[config.mk]
export PLATFORM = sky130hd
export DESIGN_NAME = sync_fifo_param
export DESIGN_NICKNAME = d
export VERILOG_FILES = /design/src/rtl/soc_fifo_pkg.sv /design/src/rtl/fifo_mem_2p.sv /design/src/rtl/sync_fifo_param.sv
export SDC_FILE = /design/constraint.sdc
export NUM_CORES = 1
export LEC_CHECK = 0
export CAP_MARGIN = 20
export CORE_AREA = 3 3 82 84
export CTS_CLUSTER_DIAMETER = 150
export CTS_CLUSTER_SIZE = 30
export DETAILED_ROUTE_END_ITERATION = 8
export DIE_AREA = 0 0 85 87
export GPL_TIMING_DRIVEN = 0
export MAX_ROUTING_LAYER = met4
export PLACE_DENSITY = 0.81
export SKIP_LAST_GASP = 1
export SYNTH_ARGS = -nofsm -noshare
export SYNTH_HDL_FRONTEND = slang
export SYNTH_HIERARCHICAL = 1
export SYNTH_SLANG_ARGS = --single-unit
[constraint.sdc]
create_clock -name clk -period 4.25 [get_ports clk]
set_input_delay 0.6375 -clock clk [delete_from_list [all_inputs] [get_ports clk]]
set_output_delay 0.6375 -clock clk [all_outputs]
set_load 0.01 [all_outputs]
[src/rtl/soc_fifo_pkg.sv]
// Shared constants and helpers for the parametrised FIFO: default widths, clog2 and the
// pointer wrap function.
package soc_fifo_pkg;

  localparam int unsigned DefDataW   = 8;
  localparam int unsigned DefDepth   = 8;
  localparam int unsigned DefAfLevel = 6;
  localparam int unsigned DefAeLevel = 2;

  function automatic int unsigned clog2(input int unsigned n);
    int unsigned r;
    int unsigned v;
    r = 0;
    v = (n > 0) ? n - 1 : 0;
    while (v > 0) begin
      r++;
      v = v >> 1;
    end
    return r;
  endfunction

  // Explicit wrap so DEPTH need not be a power of two.
  function automatic int unsigned next_ptr(input int unsigned ptr, input int unsigned depth);
    return (ptr == depth - 1) ? 0 : ptr + 1;
  endfunction

endpackage

[src/rtl/fifo_mem_2p.sv]
// Two-port register array: synchronous write, asynchronous read, no reset on the storage.
module fifo_mem_2p
  import soc_fifo_pkg::*;
#(
  parameter int unsigned DATA_W = DefDataW,
  parameter int unsigned DEPTH  = DefDepth,
  parameter int unsigned ADDR_W = clog2(DEPTH)
) (
  input  logic              clk_i,
  input  logic              we_i,
  input  logic [ADDR_W-1:0] waddr_i,
  input  logic [DATA_W-1:0] wdata_i,
  input  logic [ADDR_W-1:0] raddr_i,
  output logic [DATA_W-1:0] rdata_o
);

  logic [DATA_W-1:0] mem_q [DEPTH];

  always_ff @(posedge clk_i) begin
    if (we_i) begin
      mem_q[waddr_i] <= wdata_i;
    end
  end

  assign rdata_o = mem_q[raddr_i];

endmodule

[src/rtl/sync_fifo_param.sv]
// Parametrised single-clock circular-buffer FIFO with occupancy, threshold flags and
// reject pulses. Define SYNC_FIFO_FWFT_EN for first-word fall-through reads.
module sync_fifo_param
  import soc_fifo_pkg::*;
#(
  parameter int unsigned DATA_W   = DefDataW,
  parameter int unsigned DEPTH    = DefDepth,
  parameter int unsigned AF_LEVEL = DefAfLevel,
  parameter int unsigned AE_LEVEL = DefAeLevel,
  parameter int unsigned CNT_W    = clog2(DEPTH + 1)
) (
  input  logic              clk,
  input  logic              rst_n,
  input  logic [DATA_W-1:0] din,
  input  logic              wwe,
  input  logic              rwe,
  output logic [DATA_W-1:0] dout,
  output logic              full,
  output logic              empty,
  output logic              almost_full,
  output logic              almost_empty,
  output logic [CNT_W-1:0]  count,
  output logic              overflow,
  output logic              underflow
);

  localparam int unsigned PtrW = clog2(DEPTH);
  localparam logic [CNT_W-1:0] DepthC = CNT_W'(DEPTH);
  localparam logic [CNT_W-1:0] AfC    = CNT_W'(AF_LEVEL);
  localparam logic [CNT_W-1:0] AeC    = CNT_W'(AE_LEVEL);

  logic [PtrW-1:0]   wr_ptr_q, wr_ptr_d, rd_ptr_q, rd_ptr_d;
  logic [CNT_W-1:0]  count_q, count_d;
  logic              full_q, empty_q, af_q, ae_q, ovf_q, udf_q;
  logic              wr_ok, rd_ok;
  logic [DATA_W-1:0] mem_rdata;

  always_comb begin
    rd_ok = rwe & ~empty_q;
    // A pop in the same cycle frees the slot, so a full FIFO still accepts the write.
    wr_ok = wwe & (~full_q | rd_ok);
    wr_ptr_d = wr_ok ? PtrW'(next_ptr(32'(wr_ptr_q), DEPTH)) : wr_ptr_q;
    rd_ptr_d = rd_ok ? PtrW'(next_ptr(32'(rd_ptr_q), DEPTH)) : rd_ptr_q;
    count_d  = count_q;
    if (wr_ok && !rd_ok) begin
      count_d = count_q + CNT_W'(1);
    end else if (rd_ok && !wr_ok) begin
      count_d = count_q - CNT_W'(1);
    end
  end

  always_ff @(posedge clk or negedge rst_n) begin
    if (!rst_n) begin
      wr_ptr_q <= '0;
      rd_ptr_q <= '0;
      count_q  <= '0;
      full_q   <= 1'b0;
      empty_q  <= 1'b1;
      af_q     <= 1'b0;
      ae_q     <= 1'b1;
      ovf_q    <= 1'b0;
      udf_q    <= 1'b0;
    end else begin
      wr_ptr_q <= wr_ptr_d;
      rd_ptr_q <= rd_ptr_d;
      count_q  <= count_d;
      full_q   <= (count_d == DepthC);
      empty_q  <= (count_d == '0);
      af_q     <= (count_d >= AfC);
      ae_q     <= (count_d <= AeC);
      ovf_q    <= wwe & ~wr_ok;
      udf_q    <= rwe & ~rd_ok;
    end
  end

  fifo_mem_2p #(
    .DATA_W(DATA_W),
    .DEPTH (DEPTH),
    .ADDR_W(PtrW)
  ) u_mem (
    .clk_i  (clk),
    .we_i   (wr_ok),
    .waddr_i(wr_ptr_q),
    .wdata_i(din),
    .raddr_i(rd_ptr_q),
    .rdata_o(mem_rdata)
  );

`ifdef SYNC_FIFO_FWFT_EN
  // Gating on empty keeps the reset value at 0 without resetting the array.
  assign dout = empty_q ? '0 : mem_rdata;
`else
  logic [DATA_W-1:0] dout_q;

  always_ff @(posedge clk or negedge rst_n) begin
    if (!rst_n) begin
      dout_q <= '0;
    end else if (rd_ok) begin
      dout_q <= mem_rdata;
    end
  end

  assign dout = dout_q;
`endif

  assign full         = full_q;
  assign empty        = empty_q;
  assign almost_full  = af_q;
  assign almost_empty = ae_q;
  assign count        = count_q;
  assign overflow     = ovf_q;
  assign underflow    = udf_q;

endmodule

Word level (Yosys, flattened, before mapping)
Memories as Yosys holds them, arrays and structs flattened. A register that Yosys moved wholly into a read port is not among the register bits.
Cells that the tools add are included.
- add/subtract/negate cells: 4
- order comparisons: 2
- equality and inequality tests: 3
- multiplexer cells: 6
- bitwise gates (word level): 9
- reduce and logical (&&, ||, !) cells: 6
- operators by type and width (operator ; number):
    two-way mux 4 bit ; 2
    adder 3 x 1 -> 3 bit, second input constant ; 2
    == test 3 bit, second input constant ; 2
    two-way mux 3 bit ; 2
    adder 4 x 1 -> 4 bit, second input constant ; 1
    bitwise AND 1 bit ; 4
    == test 4 bit, second input constant ; 1
    greater-or-equal comparator 4 x 3 -> 1 bit, second input constant ; 1
    <= comparator 4 x 2 -> 1 bit, second input constant ; 1
    logical NOT 4 bit ; 1
    inverter 1 bit ; 4
    subtractor 4 x 1 -> 4 bit, second input constant ; 1
    logical NOT 1 bit ; 3
    logical AND 1 bit ; 2
    two-way mux 1 bit ; 2
    OR 1 bit ; 1
- register bits: 16
- memory bits (writable): 64
- bits of input ports: 12
- output and inout bits: 18
- logic and storage cells: 40
- memories kept: 1
- memories (memory ; words ; width ; rd ports ; clocked after Yosys merged registers in ; wr ports ; line ; RTL):
    u_mem.mem_q ; 8 ; 8 ; 1 ; 1 ; 1 ; fifo_mem_2p.sv:17 ; logic [DATA_W-1:0] mem_q [DEPTH];

Logic depth before layout (Yosys ltp)
Gate-level depths: netlist of the first run.
- depth after elaboration: 9
- mapped depth: 7

Hierarchy
Netlist of the first run, hierarchy kept.
- modules (own cells, without submodules) (module ; times used ; cells an instance ; area an instance (um^2)):
    fifo_mem_2p ; 1 ; 106 ; 2531.2
    sync_fifo_param ; 1 ; 101 ; 1114.8

Worst setup path after synthesis of the first run
Ideal clock, no wire load.
- kind: input to register
- start point: in rwe
- end point: mem u_mem/mem_q[0][0] (netlist name), enable pin
- data arrival time: 1.766 ns
- slack: 2.100 ns
- stages: 7
- path buffers: 1
- cells stage by stage: nand2b_1 > buf_6 > nand2_1 > nand2_1 > inv_1 > nand2b_1 > nor3_1
- cells in the longest elaborated chain, start to end: 5
- RTL lines (what ; line ; RTL):
    start, declared ; sync_fifo_param.sv:16 ; input logic rwe,
    bitwise AND 1 bit ; sync_fifo_param.sv:39 ; rd_ok = rwe & ~empty_q;
    OR 1 bit ; sync_fifo_param.sv:41 ; wr_ok = wwe & (~full_q | rd_ok);
    bitwise AND 1 bit ; sync_fifo_param.sv:41 ;
    via wr_ok ; sync_fifo_param.sv:35 ; logic wr_ok, rd_ok;
    two-way mux 1 bit ; fifo_mem_2p.sv:20 ; if (we_i) begin
    two-way mux 1 bit (not written as such) ; fifo_mem_2p.sv:21 ; mem_q[waddr_i] <= wdata_i;
    end, declared ; fifo_mem_2p.sv:17 ;
The timed path passes the listed nets, and every way through them passes these cells.

Worst setup path after layout of the first run
- start point: in rwe
- end point: mem u_mem/mem_q[4][2] (netlist name), enable pin
Same word-level chain as after synthesis.

==> results.cfg, run 1 <==
[worst_setup_path]
crit_top_cell = nand2_1
ff2ff_setup_slack_ns = 1.93
start_kind = input port
crit_arrival_ns = 2.73
path_max_fanout = 8
worst-path-stages = 9
worstSetupPathType = in -> reg
worstPathRequired_ns = 4.32
cp_cell_sequence = clkdlybuf4s50_1 > nand2b_1 > buf_6 > nand2_1 > nand2_1 > inv_1 > nand2_1 > nor3_1 > buf_4
endpoint_kind = flop
crit_path_top_delay_cell = nor3_1
r2r.worst_path.cells = 8
path_delay_family = simple AND/OR/NAND/NOR gates
crit_buf_inv = 4
cp_slowest_stage_delay_ns = 0.67

[routing]
route.detailed.drc = 0
vias_per_cell = 5.66
dr_total_vias = 1868
route.detailed.wl_per_inst_um = 19.3
drt-initial-drc-count = 103
drt_wl_total_mm = 6.37
dr.pass1.iters = 4
ant_nets = 0

[finish]
n_antenna_cell = 0
drive_above_1_share_pct = 18.4
areaGrowthSynthToFinish_pct = 17.2
multi_input_comb_area_um2 = 1040
num-nets-final = 268
register_area_um2 = 2520
fillers = 388

[yosys]
synth_cell_type_count = 37
synth_cells = 207
ys_ff_latch = 88
ys_warn_count = 6
syn_area_um2 = 3650
yosysSeqAreaShare_pct = 69.3
synth_fp_nets = 225
avgSynthCellArea_um2 = 17.6

[sta]
setup-violations-final = 0
clock.fmax_mhz = 377
slew_viol_final = 0
hold_ws_ns = 0.483
rsz0062_at_grt = no
fin_worst_skew_ns = 0.00753
tightest_slew_ns = 0.879
hold_viol = 0
timing.final.crit_share_pct = 62.5
maxSlewHeadroom_pct = 41.2
period_minus_slack_ns = 2.66
setup-tns-final_ns = 0

[grt]
grt_max_degree = 25
grt_pass1_wl_mm = 10.0
grt_usage_pct = 19.7
grt.overflow.total = 0
antenna_found_initial = 0
grt_pass1_vias = 1901

[run]
cap_violations = 0

[run_status]
status = finished clean

[floorplan]
initial_core_util_pct = 60.9
die_w_um = 85
core-area_um2 = 5990
dieArea_um2 = 7400
die_h_um = 87
io_pins = 30
row_count = 28

[power]
power_density_nw_per_um2 = 675
p_leak_nw = 1.62
ir_drop_mv = 0.396
p_total_w = 0.00288

[clock_network]
clock_latency_ns = 0.36
post_cts.repair.setup_buffers = 0
ctsResizeCount = 0
clock_sinks = 88
cts_tree = built
root_buffer = clkbuf_8
cts_buffers = 9
ctsHoldBuffers = 0
htreeDepth = 3
cts.path.max_buffers = 2
path_clk_slew_ns = 0.08

[worst_hold_path]
worstHoldPathType = reg -> reg
hold_path_depth = 2

[placed_design]
gp_congestion = 0.725
portBuffers = 29
hpwl_mm = 4.14
==> area by class of cell <==
type                       count  area share [%]
timing repair buffer          32            7.50
inverter                       4           0.351
multi-input combinational    107            24.4
sequential                    88            59.1
tap                           75            2.20
clock buffer                  10            2.99
buffer                         8            1.46
clock inverter                 6            1.96
==> power breakdown <==
group,internal [W],switching (W),total (W)
Sequential,0.00113,0.000112,0.00124
Combinational,0.000530,0.000493,0.00102
Clock,0.000328,0.000288,0.000616
==> cell usage after synthesis (all sizes together) <==
cell / instances / area (um2)
xnor2: 3 / 41.3
buf: 5 / 51.3
a21o: 3 / 22.5
a211oi: 1 / 12.5
nor3: 6 / 35.0
clkbuf: 3 / 11.3
nand2b: 7 / 46.3
nand3b: 1 / 7.51
a22oi: 2 / 25.0
nand2: 34 / 128
nor2: 8 / 40.0
dfrtp: 22 / 551
inv: 4 / 15.0
edfxtp: 64 / 1920
and3: 2 / 13.8
nor2b: 1 / 6.26
o21ai: 2 / 13.8
nor3b: 1 / 12.5
and2b: 1 / 10.0
mux4: 16 / 417
ha: 6 / 75.1
dfstp: 2 / 52.6
a211o: 1 / 10.0
mux2i: 2 / 20.0
mux2: 9 / 101
and2: 1 / 6.26
==> through the flow <==
stage                     instance area [um2]  setup WS, ns  utilization [%]  std cells
final                                    4270          1.59             71.3        330
after global routing                     4270          1.39             71.3        330
after CTS                                4260          1.61             71.1        329
after detailed placement                 4050          1.26             67.5        313
after global placement                   4030          1.02             67.3        311
after floorplan                          3650          2.10                -        207
==> routing by layer <==
layer	global-route usage (%)	vias up	part of all wire (%)
met1	23.7	933	42
met5	-	-	0
met3	3.97	13	4.4
li1	-	874	-
met4	10.1	0	2.3
met2	31.9	48	51
==> registers in the layout (all words and copies together), names as in the netlist, 3 cells and up <==
register and cells:
count 4, rd_ptr_q 3, dout 8, wr_ptr_q 3, u_mem/mem_q 64
==> cell usage in the layout, fill, tap and decap left out, drive strengths merged, types with 7 or more instances in the layout <==
cell	count
nand2b	7
dfrtp	22
clkdlybuf4s50	29
clkbuf	13
nor2	8
edfxtp	64
mux2	9
nand2	34
buf	8
mux4	16
==> path summary, 6_finish.rpt <==
path	end	start
min in group asynchronous	count[3]$_DFF_PN0_	rst_n
max	u_mem/mem_q[4][2]$_DFFE_PP_	rwe
min reg2reg	dout[2]$_DFFE_PN0P_	dout[2]$_DFFE_PN0P_
max reg2reg	u_mem/mem_q[4][2]$_DFFE_PP_	empty$_DFF_PN1_
max in group asynchronous	empty$_DFF_PN1_	rst_n
min	dout[2]$_DFFE_PN0P_	dout[2]$_DFFE_PN0P_
==> kinds of logic (layout without fill, tap and decap cells) <==
logic type | after synthesis | in the layout | synth area share, %
AND/OR/NAND/NOR | 62 | 62 | 8.37
buffers and inverters | 12 | 60 | 2.13
AO/OA/AOI/OAI | 9 | 9 | 2.30
multiplexers | 27 | 27 | 14.8
adder cells (fa/ha/maj) | 6 | 6 | 2.06
flip-flops | 88 | 88 | 69.3
XOR/XNOR | 3 | 3 | 1.13
==> worst min-delay path: cells and delay by family, from the launching register on <==
family | cells | cell delay, ns
flip-flops | 1 | 0.35
AND/OR/NAND/NOR | 2 | 0.10
No activity file was read; power rests on OpenSTA's default activity.
==> run 2: changes to the inputs <==
CORE_AREA = 3 3 88 90   (was 3 3 82 84)
DIE_AREA = 0 0 91 93   (was 0 0 85 87)
PLACE_DENSITY = 0.74   (was 0.81)
clock period = 2.3 ns   (was 4.25 ns; I/O delays follow)
==> run 2 against run 1 <==
Net effect:
- final area up 1.6%
- cell count up 7.3%
- count of clock-buffer cells in the layout down 1
- sequential cell count unchanged
- non-clock buffer count unchanged
- sequential share of layout area down 0.94 points
- core utilization down 10 points
- global-route usage down 4.1 points
- critical path depth down 1
- critical endpoint is now u_mem/mem_q[3][2]$_DFFE_PP_
==> results.cfg, run 2 (synthesized netlist as in run 1, its figures left out) <==
[run_status]
status = finished clean

[clock_network]
cts_tree = built
path_clk_slew_ns = 0.09
ctsHoldBuffers = 0
root_buffer = clkbuf_8
clock_sinks = 88
cts_buffers = 9
cts.path.max_buffers = 2
htreeDepth = 3
clock_latency_ns = 0.35

[power]
p_leak_nw = 1.64
netSwitchingFraction_pct = 30.7
power_density_nw_per_um2 = 1230
p_seq_share_pct = 42.9
p_switching_w = 0.00164
p_int_w = 0.00370
p_clk_share_pct = 22.1
combPwrFrac_pct = 35.0
ir_drop_mv = 0.430

[finish]
areaGrowthSynthToFinish_pct = 19.0
drive_above_1_share_pct = 20.0
final_cells = 354
post-route-util_pct = 60.8
layout_common_cells = edfxtp_1 (64), nand2_1 (34), clkdlybuf4s50_1 (29)
n_antenna_cell = 0
largest_register = u_mem/mem_q
largest_reg_flops = 64
layout_commonest_cell = edfxtp_1
fin_area_um2 = 4340
num-nets-final = 268

[routing]
drt-initial-drc-count = 144
dr_total_vias = 1861
routed.top_layer = met4
vias_per_cell = 5.26
dr.pass1.iters = 4
route.detailed.wl_per_inst_um = 16.6
met3_wirelength_um = 229
ant_nets = 0
wl_met1_mm = 2.64
met2_length_mm = 2.87
route.detailed.drc = 0
drt_wl_total_mm = 5.87

[worst_setup_path]
crit_arrival_ns = 2.20
crit_path_top_delay_cell = nor2_1
path_max_fanout = 8
critPathLaunch = rwe
crit_end = u_mem/mem_q[3][2]$_DFFE_PP_
worstPathRequired_ns = 2.28
worstSetupPathType = in -> reg
cp_cell_sequence = clkdlybuf4s50_1 > nand2b_1 > buf_6 > nand2_1 > nand2_1 > inv_1 > nand2b_1 > nor2_1
crit_buf_inv = 3
path_delay_family = simple AND/OR/NAND/NOR gates
r2r.worst_path.cells = 7
endpoint_kind = flop
worst-path-stages = 8
r2r_end = u_mem/mem_q[3][2]$_DFFE_PP_
timing.rr.start = empty$_DFF_PN1_
ff2ff_setup_slack_ns = 0.11
cp_slowest_stage_delay_ns = 0.71
start_kind = input port

[sta]
tightest_slew_ns = 0.897
layout_setup_ws_ns = 0.0810
maxSlewHeadroom_pct = 40.0
hold_ws_ns = 0.241
setup-violations-final = 0
timing.final.crit_share_pct = 96.5
fin_worst_skew_ns = 0.00682
hold_viol = 0
slew_viol_final = 0
rsz0062_at_grt = yes
clock.fmax_mhz = 451
period_minus_slack_ns = 2.22

[run]
cap_violations = 0

[grt]
grt.overflow.total = 0
antenna_found_initial = 0
grt_pass1_wl_mm = 9.50
grt_usage_pct = 15.6
grt_pass1_vias = 1805
grt_max_degree = 25

[placed_design]
dp.cells = 337
portBuffers = 29
placed_cell_area_um2 = 4080
gp_congestion = 0.743
dp_slack_ns = -0.387
hpwl_mm = 3.91

[floorplan]
initial_core_util_pct = 51.1
die_w_um = 91
row_count = 31
die_h_um = 93
io_pins = 30
dieArea_um2 = 8460
core-area_um2 = 7140

[worst_hold_path]
worstHoldPathType = in -> async
==> run 2: how the worst min path moves through the flow <==
stage | start | depth (start not counted) | to | slack (ns)
final | rst_n | 1 | almost_full$_DFF_PN0_ | 0.24
after global routing | rst_n | 1 | count[2]$_DFF_PN0_ | 0.24
after CTS | dout[4]$_DFFE_PN0P_ | 2 | dout[4]$_DFFE_PN0P_ | 0.48
after detailed placement | dout[4]$_DFFE_PN0P_ | 2 | dout[4]$_DFFE_PN0P_ | 0.46
after global placement | dout[1]$_DFFE_PN0P_ | 2 | dout[1]$_DFFE_PN0P_ | 0.46
after floorplan | rst_n | 0 | almost_full$_DFF_PN0_ | 0.05
==> run 2: metal layers <==
metal / vias to the layer above / GRT usage (%)
li1: 875 / -
met5: - / -
met3: 12 / 2.74
met2: 46 / 23.6
met4: 0 / 7.54
met1: 928 / 20.8
==> run 2: power by group through the flow <==
stage	Combinational (W)	Clock, W	Sequential, W
2_1_floorplan	0.00118	0	0.00236
5_1_grt	0.00206	0.00128	0.00234
3_5_place_dp	0.00186	0	0.00232
6_report	0.00187	0.00118	0.00229
4_1_cts	0.00188	0.00121	0.00229
3_3_place_gp	0.00182	0	0.00231
==> run 2: area by class of cell <==
cell class | count | area, um2
Sequential cell | 88 | 2520
Timing Repair Buffer | 32 | 333
Buffer | 8 | 62.6
Fill cell | 543 | 2800
Tap cell | 99 | 124
Inverter | 4 | 15.0
Clock buffer | 9 | 124
Multi-Input combinational cell | 107 | 1060
Clock inverter | 7 | 101
==> run 2: what timing repair did <==
item                       in CTS  in global routing
setup endpoints to repair       4                 49
pin swaps                       0                  0
gates resized for setup         1                  2
buffers inserted                0                  0
==> run 2: through the flow <==
| stage | setup TNS [ns] | total power (W) |
|---|---|---|
| 2_1_floorplan | 0 | 0.00353 |
| 3_3_place_gp | -21.32 | 0.00413 |
| 3_5_place_dp | -16.83 | 0.00419 |
| 4_1_cts | 0 | 0.00538 |
| 5_1_grt | -1.53 | 0.00567 |
| 6_report | 0 | 0.00534 |
==> run 3: changes to the inputs <==
CORE_AREA = 3 3 85 87   (was 3 3 88 90)
DIE_AREA = 0 0 88 90   (was 0 0 91 93)
DONT_BUFFER_PORTS = 1   (was not set)
PLACE_DENSITY = 0.73   (was 0.74)
SETUP_SLACK_MARGIN = 0.4   (was not set)
TNS_END_PERCENT = 50   (was not set)
==> run 3 against run 2 <==
Net effect:
- clock power is essentially flat
- sequential share of layout area grew 2.0 points
- final area shrank 3.4%
- sequential power grew 5%
- count of clock-buffer cells in the layout is the same
- largest cell class unchanged
- largest power group unchanged
==> results.cfg, run 3 (synthesized netlist as in run 1, its figures left out) <==
[grt]
antenna_found_initial = 0
grt_usage_pct = 17.4
met1_usage_pct = 23.6
grt_max_degree = 25
met3_usage_pct = 4.39
gr-max-usage-layer = met2
met2_usage_pct = 24.7
grt_pass1_wl_mm = 9.66
grt_pass1_vias = 1825
grt.overflow.total = 0

[clock_network]
clock_sinks = 88
cts_buffers = 9
path_clk_slew_ns = 0.09
root_buffer = clkbuf_8
htreeDepth = 3
cts.path.max_buffers = 2
cts_tree = built
clock_latency_ns = 0.35

[sta]
maxSlewHeadroom_pct = 62.5
setup-violations-final = 0
slew_viol_final = 0
layout_setup_ws_ns = 0.414
tightest_slew_ns = 0.563
rsz0062_at_grt = yes
timing.final.crit_share_pct = 82.0
clock.fmax_mhz = 530
period_minus_slack_ns = 1.89
setup-tns-final_ns = 0
hold_viol = 0
fin_worst_skew_ns = 0.0121

[routing]
dr_total_vias = 1808
ant_nets = 0
dr.pass1.iters = 4
route.detailed.wl_per_inst_um = 20.0
drt_wl_total_mm = 6.25
vias_per_cell = 5.79
route.detailed.drc = 0
drt-initial-drc-count = 185

[power]
power_density_nw_per_um2 = 1260
p_leak_nw = 1.59
netSwitchingFraction_pct = 32.6
p_seq_share_pct = 45.5
ir_drop_mv = 0.477
p_int_w = 0.00355
p_switching_w = 0.00172
p_clk_share_pct = 22.7
p_total_w = 0.00527
combPwrFrac_pct = 31.8

[floorplan]
initial_core_util_pct = 56.8
dieArea_um2 = 7920
core-area_um2 = 6420
die_w_um = 88
die_h_um = 90
io_pins = 30
row_count = 29

[finish]
layout_commonest_cell = edfxtp_1
largest_register = u_mem/mem_q
fin_area_um2 = 4190
largest_reg_flops = 64
layout_common_cells = edfxtp_1 (64), nand2_1 (32), dfrtp_1 (22)
num-nets-final = 248
fillers = 446
n_antenna_cell = 0
areaGrowthSynthToFinish_pct = 15.0
drive_above_1_share_pct = 29.8

[worst_setup_path]
endpoint_kind = flop
path_delay_family = multiplexers
crit_arrival_ns = 2.13
worstSetupPathType = reg -> reg
crit_top_cell = nand2_1
crit_path_top_delay_cell = mux4_1
cp_slowest_stage_delay_ns = 0.57
start_kind = flop
cp_cell_sequence = buf_6 > buf_12 > mux4_1 > mux2_2 > nand2_1 > nand2_1
worstPathRequired_ns = 2.54
crit_buf_inv = 2
path_max_fanout = 10

[placed_design]
gp_congestion = 0.688
portBuffers = 0
hpwl_mm = 3.92
dp_slack_ns = -0.00918
placed_cell_area_um2 = 3750

[run_status]
status = finished clean

[worst_hold_path]
worstHoldPathType = in -> reg

[run]
cap_violations = 0
run 3: changes by cell type in the layout (fill, tap and decap cells not counted), moves of 5 or more:
cell and delta:
clkdlybuf4s50_1 -29, buf_4 +6, nor2_1 -5, nor2_4 +6
run 3: power groups by stage:
stage / Sequential (W) / Clock, W / Combinational (W)
final: 0.00240 / 0.00120 / 0.00167
after CTS: 0.00240 / 0.00123 / 0.00161
after global routing: 0.00244 / 0.00131 / 0.00182
after global placement: 0.00241 / 0 / 0.00144
after detailed placement: 0.00242 / 0 / 0.00148
after floorplan: 0.00236 / 0 / 0.00118
run 3: final cells by class:
cell class / instances / area (um2) / area share (%)
Buffer: 8 / 63.8 / 1.52
Clock buffer: 9 / 124 / 2.95
Clock inverter: 7 / 108 / 2.57
Inverter: 4 / 15.0 / 0.358
Multi-Input combinational cell: 107 / 1120 / 26.8
Sequential cell: 88 / 2520 / 60.2
Tap cell: 77 / 96.3 / 2.30
Timing Repair Buffer: 12 / 138 / 3.28
run 3: what timing repair did:
action | in CTS | in global routing
resized for setup | 12 | 10
hold buffers | 1 | 0
setup endpoints to repair | 72 | 72
pin swaps | 3 | 3
cloned | 0 | 0
endpoints found under the hold margin | 24 | 0
setup buffers | 8 | 1
run 3: path summary, 6_finish.rpt:
kind	start	endpoint	slack, ns	cells after the start
min in group asynchronous	rst_n	dout[6]$_DFFE_PN0P_	0.35	1
max	rd_ptr_q[0]$_DFFE_PN0P_	dout[2]$_DFFE_PN0P_	0.41	6
max reg2reg	rd_ptr_q[0]$_DFFE_PN0P_	dout[2]$_DFFE_PN0P_	0.41	6
max in group asynchronous	rst_n	almost_empty$_DFF_PN1_	1.43	2
min reg2reg	rd_ptr_q[2]$_DFFE_PN0P_	rd_ptr_q[2]$_DFFE_PN0P_	0.54	2
min	din[2]	u_mem/mem_q[3][2]$_DFFE_PP_	0.08	0
run 3: per-layer routing:
metal	vias to the layer above	wire (um)
li1	839	-
met1	909	2830
met2	49	2980
met3	11	345
met4	0	96
met5	-	0
run 3: through the flow:
stage          std cells  util [%]  hold WS (ns)
2_1_floorplan        207         -        0.0494
3_3_place_gp         284      58.3        0.0499
3_5_place_dp         285      58.5        0.0499
4_1_cts              310      64.1        0.0613
5_1_grt              312      65.3        0.0524
6_report             312      65.3        0.0804
